### config.mk
export PLATFORM = sky130hd
export DESIGN_NAME = wb_arbiter
export DESIGN_NICKNAME = d
export VERILOG_FILES = /design/src/rtl/wb_pkg.sv /design/src/rtl/wb_src_mux.sv /design/src/rtl/wb_arbiter.sv
export SDC_FILE = /design/constraint.sdc
export NUM_CORES = 1
export LEC_CHECK = 0
export BUFFER_PORTS_ARGS = -buffer_cell sky130_fd_sc_hd__buf_2
export CELL_PAD_IN_SITES_DETAIL_PLACEMENT = 1
export CELL_PAD_IN_SITES_GLOBAL_PLACEMENT = 2
export CORE_ASPECT_RATIO = 2
export CORE_UTILIZATION = 26
export DETAILED_ROUTE_END_ITERATION = 8
export PLACE_DENSITY_LB_ADDON = 0.08
export SETUP_SLACK_MARGIN = 0.02
export SYNTH_ARGS = -nofsm -noshare
export SYNTH_HDL_FRONTEND = slang
export SYNTH_SLANG_ARGS = --single-unit
### constraint.sdc
create_clock -name clk -period 2.1 [get_ports clk]
set_input_delay 0.105 -clock clk [delete_from_list [all_inputs] [get_ports clk]]
set_output_delay 0.105 -clock clk [all_outputs]
set_load 0.03 [all_outputs]
### src/rtl/wb_pkg.sv
// Shared encodings for the register-file writeback arbiter: execute source
// selects, arbiter state and the default starvation bound.
package wb_pkg;

  localparam logic [1:0] WB_SEL_ALU = 2'b00;
  localparam logic [1:0] WB_SEL_PC4 = 2'b01;
  localparam logic [1:0] WB_SEL_LUI = 2'b10;

  localparam int WB_STARVE_MAX = 4;

  typedef enum logic {
    WB_NORMAL = 1'b0,
    WB_HOLD   = 1'b1
  } wb_state_t;

endpackage

### src/rtl/wb_src_mux.sv
// Execute writeback source select (ALU / PC+4 / LUI immediate).
// Purely combinational, zero latency, no flow control.
module wb_src_mux
  import wb_pkg::*;
#(
  parameter int XLEN = 32
) (
  input  logic [1:0]      ex_sel,
  input  logic [XLEN-1:0] ex_alu,
  input  logic [XLEN-1:0] ex_pc,
  input  logic [XLEN-1:0] ex_imm,
  output logic [XLEN-1:0] data
);

  // Reserved encoding 11 falls through to the ALU result.
  always_comb begin
    data = ex_alu;
    case (ex_sel)
      WB_SEL_PC4: data = ex_pc + XLEN'(4);
      WB_SEL_LUI: data = ex_imm;
      default:    data = ex_alu;
    endcase
  end

endmodule

### src/rtl/wb_arbiter.sv
// Register-file write port arbiter: loads win, execute forced after STARVE_MAX denials.
// One-cycle grant-to-write latency; a load losing to a forced execute parks in a one-entry hold.
module wb_arbiter
  import wb_pkg::*;
#(
  parameter int XLEN       = 32,
  parameter int STARVE_MAX = WB_STARVE_MAX
) (
  input  logic            clk,
  input  logic            rst,
  input  logic            ex_valid,
  output logic            ex_ready,
  input  logic [4:0]      ex_rd,
  input  logic [1:0]      ex_sel,
  input  logic [XLEN-1:0] ex_alu,
  input  logic [XLEN-1:0] ex_pc,
  input  logic [XLEN-1:0] ex_imm,
  input  logic            ld_valid,
  output logic            ld_ready,
  input  logic [4:0]      ld_rd,
  input  logic [XLEN-1:0] ld_data,
  output logic            rf_we,
  output logic [4:0]      rf_waddr,
  output logic [XLEN-1:0] rf_wdata
);

  localparam logic [3:0] STARVE_LIM = 4'(STARVE_MAX);

  wb_state_t       state, state_nxt;
  logic [3:0]      starve_cnt;
  logic [4:0]      hold_rd;
  logic [XLEN-1:0] hold_data;
  logic [XLEN-1:0] ex_data;

  logic            force_ex;
  logic            grant_ex, grant_ld, grant_hold, hold_cap;
  logic            wr_go;
  logic [4:0]      wr_rd;
  logic [XLEN-1:0] wr_data;

  wb_src_mux #(.XLEN(XLEN)) u_src_mux (
    .ex_sel (ex_sel),
    .ex_alu (ex_alu),
    .ex_pc  (ex_pc),
    .ex_imm (ex_imm),
    .data   (ex_data)
  );

  assign force_ex = ex_valid && (starve_cnt == STARVE_LIM);

  always_comb begin
    state_nxt  = state;
    grant_ex   = 1'b0;
    grant_ld   = 1'b0;
    grant_hold = 1'b0;
    hold_cap   = 1'b0;
    ld_ready   = (state == WB_NORMAL);
    case (state)
      WB_NORMAL: begin
        if (force_ex) begin
          grant_ex = 1'b1;
          if (ld_valid) begin
            hold_cap  = 1'b1;
            state_nxt = WB_HOLD;
          end
        end else if (ld_valid) begin
          grant_ld = 1'b1;
        end else if (ex_valid) begin
          grant_ex = 1'b1;
        end
      end
      WB_HOLD: begin
        if (force_ex) begin
          grant_ex = 1'b1;
        end else begin
          grant_hold = 1'b1;
          state_nxt  = WB_NORMAL;
        end
      end
      default: state_nxt = WB_NORMAL;
    endcase
    ex_ready = grant_ex;
  end

  always_comb begin
    wr_go   = grant_ex || grant_ld || grant_hold;
    wr_rd   = ex_rd;
    wr_data = ex_data;
    if (grant_ld) begin
      wr_rd   = ld_rd;
      wr_data = ld_data;
    end else if (grant_hold) begin
      wr_rd   = hold_rd;
      wr_data = hold_data;
    end
  end

  always_ff @(posedge clk or posedge rst) begin
    if (rst) begin
      state      <= WB_NORMAL;
      starve_cnt <= '0;
      hold_rd    <= '0;
      hold_data  <= '0;
    end else begin
      state <= state_nxt;
      if (!ex_valid || grant_ex) begin
        starve_cnt <= '0;
      end else if (starve_cnt != STARVE_LIM) begin
        starve_cnt <= starve_cnt + 4'd1;
      end
      if (hold_cap) begin
        hold_rd   <= ld_rd;
        hold_data <= ld_data;
      end
    end
  end

  // Writes to x0 still consume the grant slot but never assert the enable.
  always_ff @(posedge clk or posedge rst) begin
    if (rst) begin
      rf_we    <= 1'b0;
      rf_waddr <= '0;
      rf_wdata <= '0;
    end else begin
      rf_we <= wr_go && (wr_rd != 5'd0);
      if (wr_go) begin
        rf_waddr <= wr_rd;
        rf_wdata <= wr_data;
      end
    end
  end

endmodule

==> flow_summary.ini, run 1 <==
[power_and_ir_drop]
peakVddDrop_mv = 0.353
power.total_mw = 4.51
leakagePower_nw = 3.09
p_per_area_nw_per_um2 = 664

[sta]
tightest_slew_ns = 0.489
hold_violations = 0
max_freq_mhz = 498
max_slew_margin_pct = 67.1
skew_ns = 0.00860
period_share_pct = 95.7
rsz0062_at_grt = true
slew_violations = 0
fin_crit_ns = 2.01
hold_ws_ns = 0.00711
layout_setup_ws_ns = 0.0913
finalSetupViolCount = 0

[global_route]
grtUsageTotal_pct = 23.6
grt_pass1_wl_um = 33800
grt_max_degree = 30
grt_overflow = 0
antenna_found_initial = 0
grt_pass1_vias = 5881

[clocking]
clock_path_buffers = 2
cts_root_buf = clkbuf_16
numCtsBuffers = 9
htree_levels = 3
path_clk_slew_ns = 0.07
numClockSinks = 80
cts_tree = done
clkLatencyLatePin_ns = 0.35

[final_layout]
stdcell_count = 988
syn_to_final_growth_pct = 37.5
drive_gt1_share_pct = 40.8
mostFrequentLayoutCells = buf_2 (183), dfrtp_1 (80), buf_4 (38)
nets = 878
layout.cells.most_common = buf_2
postLayoutCoreUtil_pct = 36.2
diodes = 0

[logic_synthesis]
synth_edf_count = 0
syn_area_um2 = 4940
synth_async_sr_flop_share_pct = 100
yosysTopAreaCell = dfrtp_1
avgSynthCellArea_um2 = 9.41
syn_nets = 674
synthCells = 525
synth_area_leaders = dfrtp_1 (41%), mux2_2 (8.2%), o22ai_1 (3.2%), o21ai_0 (3.1%), nand2_1 (2.9%)
synth_ff_type = dfrtp_1
yosysSeqAreaShare_pct = 40.5
synth_warnings = 0
synth_cell_types = 56
ys_ff_latch = 80
synth_top_area_share_pct = 40.5

[die]
dieArea_um2 = 19600
pin_count = 184
rows = 71
die_h_um = 197
initial_core_util_pct = 26.4
die_w_um = 99.5
core_um2 = 18700

[critical_path]
critPathMaxFanout = 21
start_kind = flip-flop
worstPathArrival_ns = 2.24
path_cells = inv_1 > ha_1 > nand4b_2 > buf_4 > nor2_4 > buf_12 > mux2_2
critical-path-top-delay-family = buffers and inverters
crit_required_ns = 2.33
critPathSlowestCell = dfrtp_1
worst_setup_path_end_kind = flip-flop
critical-path-max-stage-delay_ns = 0.41
cp_num_buf_inv = 3
worstSetupPathType = flip-flop to flip-flop

[worst_hold_path]
hp-class = input port to flip-flop

[placed_design]
gp_congestion = 0.843
place_inst = 967
hpwl_um = 17800
pre_cts_slack_ns = -0.102
port-buffer-count = 183

[run]
cap_violations = 0

[route]
first_pass_iters = 4
drt-vias-per-instance = 5.35
post-route-drc-count = 0
wl_per_cell_um = 23.0
vias = 5285
ant_nets = 0
drtIter0Drc = 122
wl_um = 22800

[status]
status = completed
[registers in the layout, indices dropped and copies added, names as in the netlist]
| signal | count |
|---|---|
| state | 1 |
| rf_we | 1 |
| hold_data | 32 |
| rf_waddr | 5 |
| starve_cnt | 4 |
| rf_wdata | 32 |
| hold_rd | 5 |
[layer usage]
metal  routed length (um)  up-vias  track usage (%)
li1                     -     2434                -
met1                 8380     2657             24.6
met2                12900      159             45.8
met3                  734       35             3.30
met4                  798        0             10.0
met5                    0        -                0
[through the flow]
stage               area, um^2   TNS, ns
CTS                       6760         0
finish                    6790         0
global route              6790         0
floorplan                 4940         0
detailed placement        6420    -0.306
global placement          6420  -0.00288
[path summary, 6_finish.rpt]
check,from,endpoint,slack [ns],cells after the start
max,starve_cnt[1],hold_data[31],0.09,7
min,ld_data[20],hold_data[20],0.007,2
max reg2reg,starve_cnt[1],hold_data[31],0.09,7
min reg2reg,rf_waddr[4],rf_waddr[4],0.46,2
max in group asynchronous,rst,hold_data[13],1.13,4
min in group asynchronous,rst,hold_data[1],0.33,3
[cells by family (layout without fill, tap and decap cells)]
group	after synthesis	after routing	synth area share [%]
AOI/OAI and AO/OA	181	181	26.2
xor gates and xnor gates	19	19	3.37
adders and majority gates	5	5	1.27
buffers and inverters	54	261	4.69
DFF	80	80	40.5
muxes	38	38	8.64
and+or+nand+nor	148	149	15.3
[area by class of cell]
cell class / instances / area, um^2
clock buffers: 10 / 239
clock inverters: 5 / 57.6
fillers: 2213 / 12000
inverters: 15 / 60.1
multi-input cells: 392 / 2750
flip-flops and latches: 80 / 2000
well taps: 255 / 319
repair buffers: 231 / 1360
[synthesized netlist by cell type, drive strengths merged (4+ instances only)]
cell / number
nor2: 40
or3: 5
dfrtp: 80
a22o: 5
nor4: 12
clkbuf: 17
a221o: 12
xnor2: 13
nor3: 6
nand3: 17
o21ai: 33
nand4: 6
o31a: 9
o221ai: 11
ha: 5
o22ai: 25
a221oi: 12
and3: 8
xor2: 6
nand2: 38
a31oi: 11
a211oi: 6
inv: 15
mux2: 37
a21oi: 18
o211ai: 7
and4: 4
a22oi: 10
buf: 22
[what timing repair did]
item | 4_1_cts | 5_1_grt
setup buffers | 1 | 1
resized for setup | 3 | 7
endpoints found under the setup margin | 15 | 18
endpoints found under the hold margin | 17 | 0
cloned | 0 | 1
pin swaps | 0 | 2
hold buffers | 3 | 0
[power by group]
group          total (mW)  internal, mW  leakage [nW]  switching (mW)
Clock                1.64         0.946         0.137           0.693
Sequential           1.74          1.67          1.02          0.0785
Combinational        1.13         0.431          1.92           0.699
Total                4.51          3.04          3.09            1.47
No activity file was read; power rests on OpenSTA's default activity.
==> run 2, diff against run 1 <==
RECOVER_POWER = 50   (was not set)
==> flow_summary.ini, run 2 (synthesis results as in run 1) <==
[clocking]
cts_tree = done
numCtsBuffers = 9
clock_path_buffers = 2
htree_levels = 3
cts_root_buf = clkbuf_16
numClockSinks = 80
clkLatencyLatePin_ns = 0.35
path_clk_slew_ns = 0.07

[worst_hold_path]
hp-class = input port to flip-flop
holdPathStages = 2

[die]
die_h_um = 197
initial_core_util_pct = 26.4
core_um2 = 18700
die_w_um = 99.5
pin_count = 184
rows = 71
dieArea_um2 = 19600

[power_and_ir_drop]
p_per_area_nw_per_um2 = 667
leakagePower_nw = 2.98
power.total_mw = 4.48
peakVddDrop_mv = 0.353

[sta]
rsz0062_at_grt = true
skew_ns = 0.00833
max_slew_margin_pct = 39.1
max_freq_mhz = 497
tightest_slew_ns = 0.909
slew_violations = 0
hold_violations = 0
finalSetupViolCount = 0
hold_ws_ns = 0.00697
period_share_pct = 95.9
fin_crit_ns = 2.01
tns_ns = 0

[critical_path]
worstSetupPathType = flip-flop to flip-flop
reg2reg_depth = 7
critPathMaxFanout = 21
worst_setup_path_end_kind = flip-flop
worstPathArrival_ns = 2.24
start_kind = flip-flop
crit_required_ns = 2.33

[global_route]
antenna_found_initial = 0
grt_pass1_wl_um = 33800
grt_max_degree = 30
grt_pass1_vias = 5881
grtUsageTotal_pct = 23.6
grt_overflow = 0

[placed_design]
port-buffer-count = 183
hpwl_um = 17800
gp_congestion = 0.843

[final_layout]
layout.cells.most_common = buf_2
diodes = 0
nFillCells = 2225
drive_gt1_share_pct = 35.9
nets = 878
largest_registers = hold_data x32, rf_wdata x32
syn_to_final_growth_pct = 36.1
mostFrequentLayoutCells = buf_2 (149), dfrtp_1 (80), nor2_1 (37), nand2_1 (37)

[route]
first_pass_iters = 4
drtIter0Drc = 122
vias = 5283
drt-vias-per-instance = 5.35
ant_nets = 0
wl_um = 22800
post-route-drc-count = 0
wl_per_cell_um = 23.0

[status]
status = completed

[run]
cap_violations = 0
[run 2: cell count changes in the layout (fill, tap and decap cells not counted)]
cell and change:
buf_2 -34, clkinvlp_2 +1, buf_4 -3, clkinvlp_4 -1, clkbuf_1 +36, clkbuf_2 +2, buf_12 -1
[run 2: routing by layer]
metal | part of all wire (%) | GRT usage, % | up-vias | wire length (um)
li1 | - | - | 2431 | -
met1 | 37 | 24.6 | 2659 | 8410
met2 | 56 | 45.8 | 158 | 12800
met3 | 3.2 | 3.30 | 35 | 735
met4 | 3.4 | 10.0 | 0 | 783
met5 | 0 | 0 | - | 0
[run 2: area by class of cell]
class,count,area [um^2],share of cell area [%]
inverter,15,57.6,0.856
sequential,80,2000,29.8
clock buffer,10,239,3.55
multi-input combinational,392,2750,41.0
timing repair buffer,231,1290,19.3
clock inverter,5,57.6,0.856
tap,255,319,4.75
[run 2: worst max-delay path: stages, from the launching register on]
cell and delay, ns:
dfrtp_1 0.41, inv_1 0.07, ha_1 0.21, nand4b_2 0.23, buf_4 0.23, nor2_4 0.16
buf_12 0.21, mux2_2 0.35
[run 2: what timing repair did]
item	in CTS	in global routing
buffers inserted	1	1
hold buffers	3	0
setup endpoints to repair	15	18
pin swaps	0	2
cloned	0	1
resized for setup	3	7
endpoints found under the hold margin	17	0
[run 2: final timing paths]
path | startpoint | end | slack [ns]
max | starve_cnt[1] | hold_data[31] | 0.09
min | ld_data[20] | hold_data[20] | 0.007
max reg2reg | starve_cnt[1] | hold_data[31] | 0.09
min reg2reg | rf_waddr[4] | rf_waddr[4] | 0.47
max in group asynchronous | rst | hold_data[0] | 0.55
min in group asynchronous | rst | hold_data[1] | 0.44
[run 2: through the flow]
step           util, %  cells  cell area, um^2  setup WS, ns
3_5_place_dp      34.2    967             6420        -0.102
6_report          35.9    988             6720        0.0860
5_1_grt           35.9    988             6720       0.00243
4_1_cts           36.1    986             6760        0.0123
2_1_floorplan        -    525             4940         0.210
3_3_place_gp      34.2    967             6420      -0.00288
[run 2: where the power goes]
part | internal, mW | switching [mW] | total, mW
Clock | 0.946 | 0.690 | 1.64
Sequential | 1.67 | 0.0810 | 1.75
Combinational | 0.402 | 0.699 | 1.10
Total | 3.01 | 1.47 | 4.48
==> run 3, diff against run 2 <==
RECOVER_POWER = 100   (was 50)
==> flow_summary.ini, run 3 (synthesis results as in run 1) <==
[critical_path]
path_cells = inv_1 > ha_1 > and4b_4 > nor2_4 > a22o_1 > a2111oi_0 > a211oi_1
critPathSlowestCell = a2111oi_0
rr_endpoint = rf_wdata[14]
critPathLaunch = starve_cnt[1]
critical-path-max-stage-delay_ns = 0.44
crit_end = rf_wdata[14]
start_kind = flip-flop
reg2reg_depth = 7
reg2reg_from = starve_cnt[1]
worstSetupPathType = flip-flop to flip-flop
worst_setup_path_end_kind = flip-flop
worstPathArrival_ns = 2.22
crit_required_ns = 2.31
r2r_slack_ns = 0.08
critPathMaxFanout = 8

[die]
die_h_um = 197
rows = 71
core_um2 = 18700
initial_core_util_pct = 26.4
pin_count = 184
die_w_um = 99.5
dieArea_um2 = 19600

[global_route]
grt_max_degree = 30
grtUsageTotal_pct = 23.6
grt_pass1_vias = 5881
grt_pass1_wl_um = 33800
grt_overflow = 0
antenna_found_initial = 0

[sta]
period_share_pct = 96.0
slew_violations = 0
max_slew_margin_pct = 38.8
fin_crit_ns = 2.02
hold_violations = 0
skew_ns = 0.00824
finalSetupViolCount = 0
max_freq_mhz = 496
tightest_slew_ns = 0.913
tns_ns = 0
rsz0062_at_grt = true

[route]
post-route-drc-count = 0
wl_um = 22800
ant_nets = 0
first_pass_iters = 4
drtIter0Drc = 151
drt-vias-per-instance = 5.35
vias = 5289
wl_per_cell_um = 23.1

[placed_design]
place_inst = 967
place_area_um2 = 6420
hpwl_um = 17800
gp_congestion = 0.843
port-buffer-count = 183

[final_layout]
nets = 878
stdcell_count = 988
drive_gt1_share_pct = 34.9
layout.cells.most_common = buf_2
largest_registers = hold_data x32, rf_wdata x32
mostFrequentLayoutCells = buf_2 (143), dfrtp_1 (80), clkbuf_1 (42)
fin_area_um2 = 6710
syn_to_final_growth_pct = 35.7
diodes = 0

[clocking]
clock_path_buffers = 2
cts_root_buf = clkbuf_16
numClockSinks = 80
numCtsBuffers = 9
cts_tree = done
clkLatencyLatePin_ns = 0.35
path_clk_slew_ns = 0.07
htree_levels = 3

[worst_hold_path]
hp-class = input port to flip-flop
hp-start = ld_data[20]

[run]
cap_violations = 0

[power_and_ir_drop]
peakVddDrop_mv = 0.354
leakagePower_nw = 2.96
p_per_area_nw_per_um2 = 668

[status]
status = completed
-- run 3: layer usage --
metal	wire [um]	vias up	share of wire, %	global-route usage (%)
met2	12800	159	56	45.8
met3	800	32	3.5	3.30
met5	0	-	0	0
met1	8360	2666	37	24.6
li1	-	2432	-	-
met4	792	0	3.5	10.0
-- run 3: power breakdown --
part           total (mW)  internal (mW)  switching, mW  leakage [nW]
registers            1.75           1.67         0.0813          1.02
logic                1.10          0.397          0.699          1.80
clock network        1.63          0.946          0.688         0.137
-- run 3: final cells by class --
type                    count  area (um^2)
fillers                  2227        12000
clock buffers              10          239
multi-input cells         392         2750
flip-flops and latches     80         2000
repair buffers            231         1280
well taps                 255          319
clock inverters             5         57.6
inverters                  15         57.6
-- run 3: worst min path at each step --
stage | end | slack (ns) | cells past startpoint
floorplan | hold_data[16] | 0.24 | 1
global placement | rf_wdata[1] | 0.16 | 2
detailed placement | rf_wdata[1] | 0.17 | 2
CTS | hold_data[21] | 0.0003 | 2
global route | hold_data[0] | 0.004 | 2
finish | hold_data[20] | 0.007 | 2
-- run 3: worst max-delay path: cells and delay by family, from the launching register on --
family,cells,cell delay (ns)
compound gates,3,0.74
fa+ha+maj,1,0.21
flops,1,0.41
simple gates,2,0.44
buf+inv,1,0.07
-- run 3: what timing repair did --
action / 4_1_cts / 5_1_grt
endpoints found under the hold margin: 17 / 0
gates resized for setup: 3 / 7
hold buffers: 3 / 0
pin swaps: 0 / 2
endpoints found under the setup margin: 15 / 18
gates cloned: 0 / 1
setup buffers: 1 / 1
-- run 3: through the flow --
| stage | total power [mW] | setup slack, ns | util, % | hold WS, ns |
|---|---|---|---|---|
| 2_1_floorplan | 2.36 | 0.210 | - | 0.240 |
| 3_3_place_gp | 2.88 | -0.00288 | 34.2 | 0.163 |
| 3_5_place_dp | 2.91 | -0.102 | 34.2 | 0.166 |
| 4_1_cts | 4.57 | 0.0123 | 36.1 | 0.000324 |
| 5_1_grt | 4.67 | 0.00144 | 35.8 | 0.00371 |
| 6_report | 4.48 | 0.0831 | 35.8 | 0.00690 |
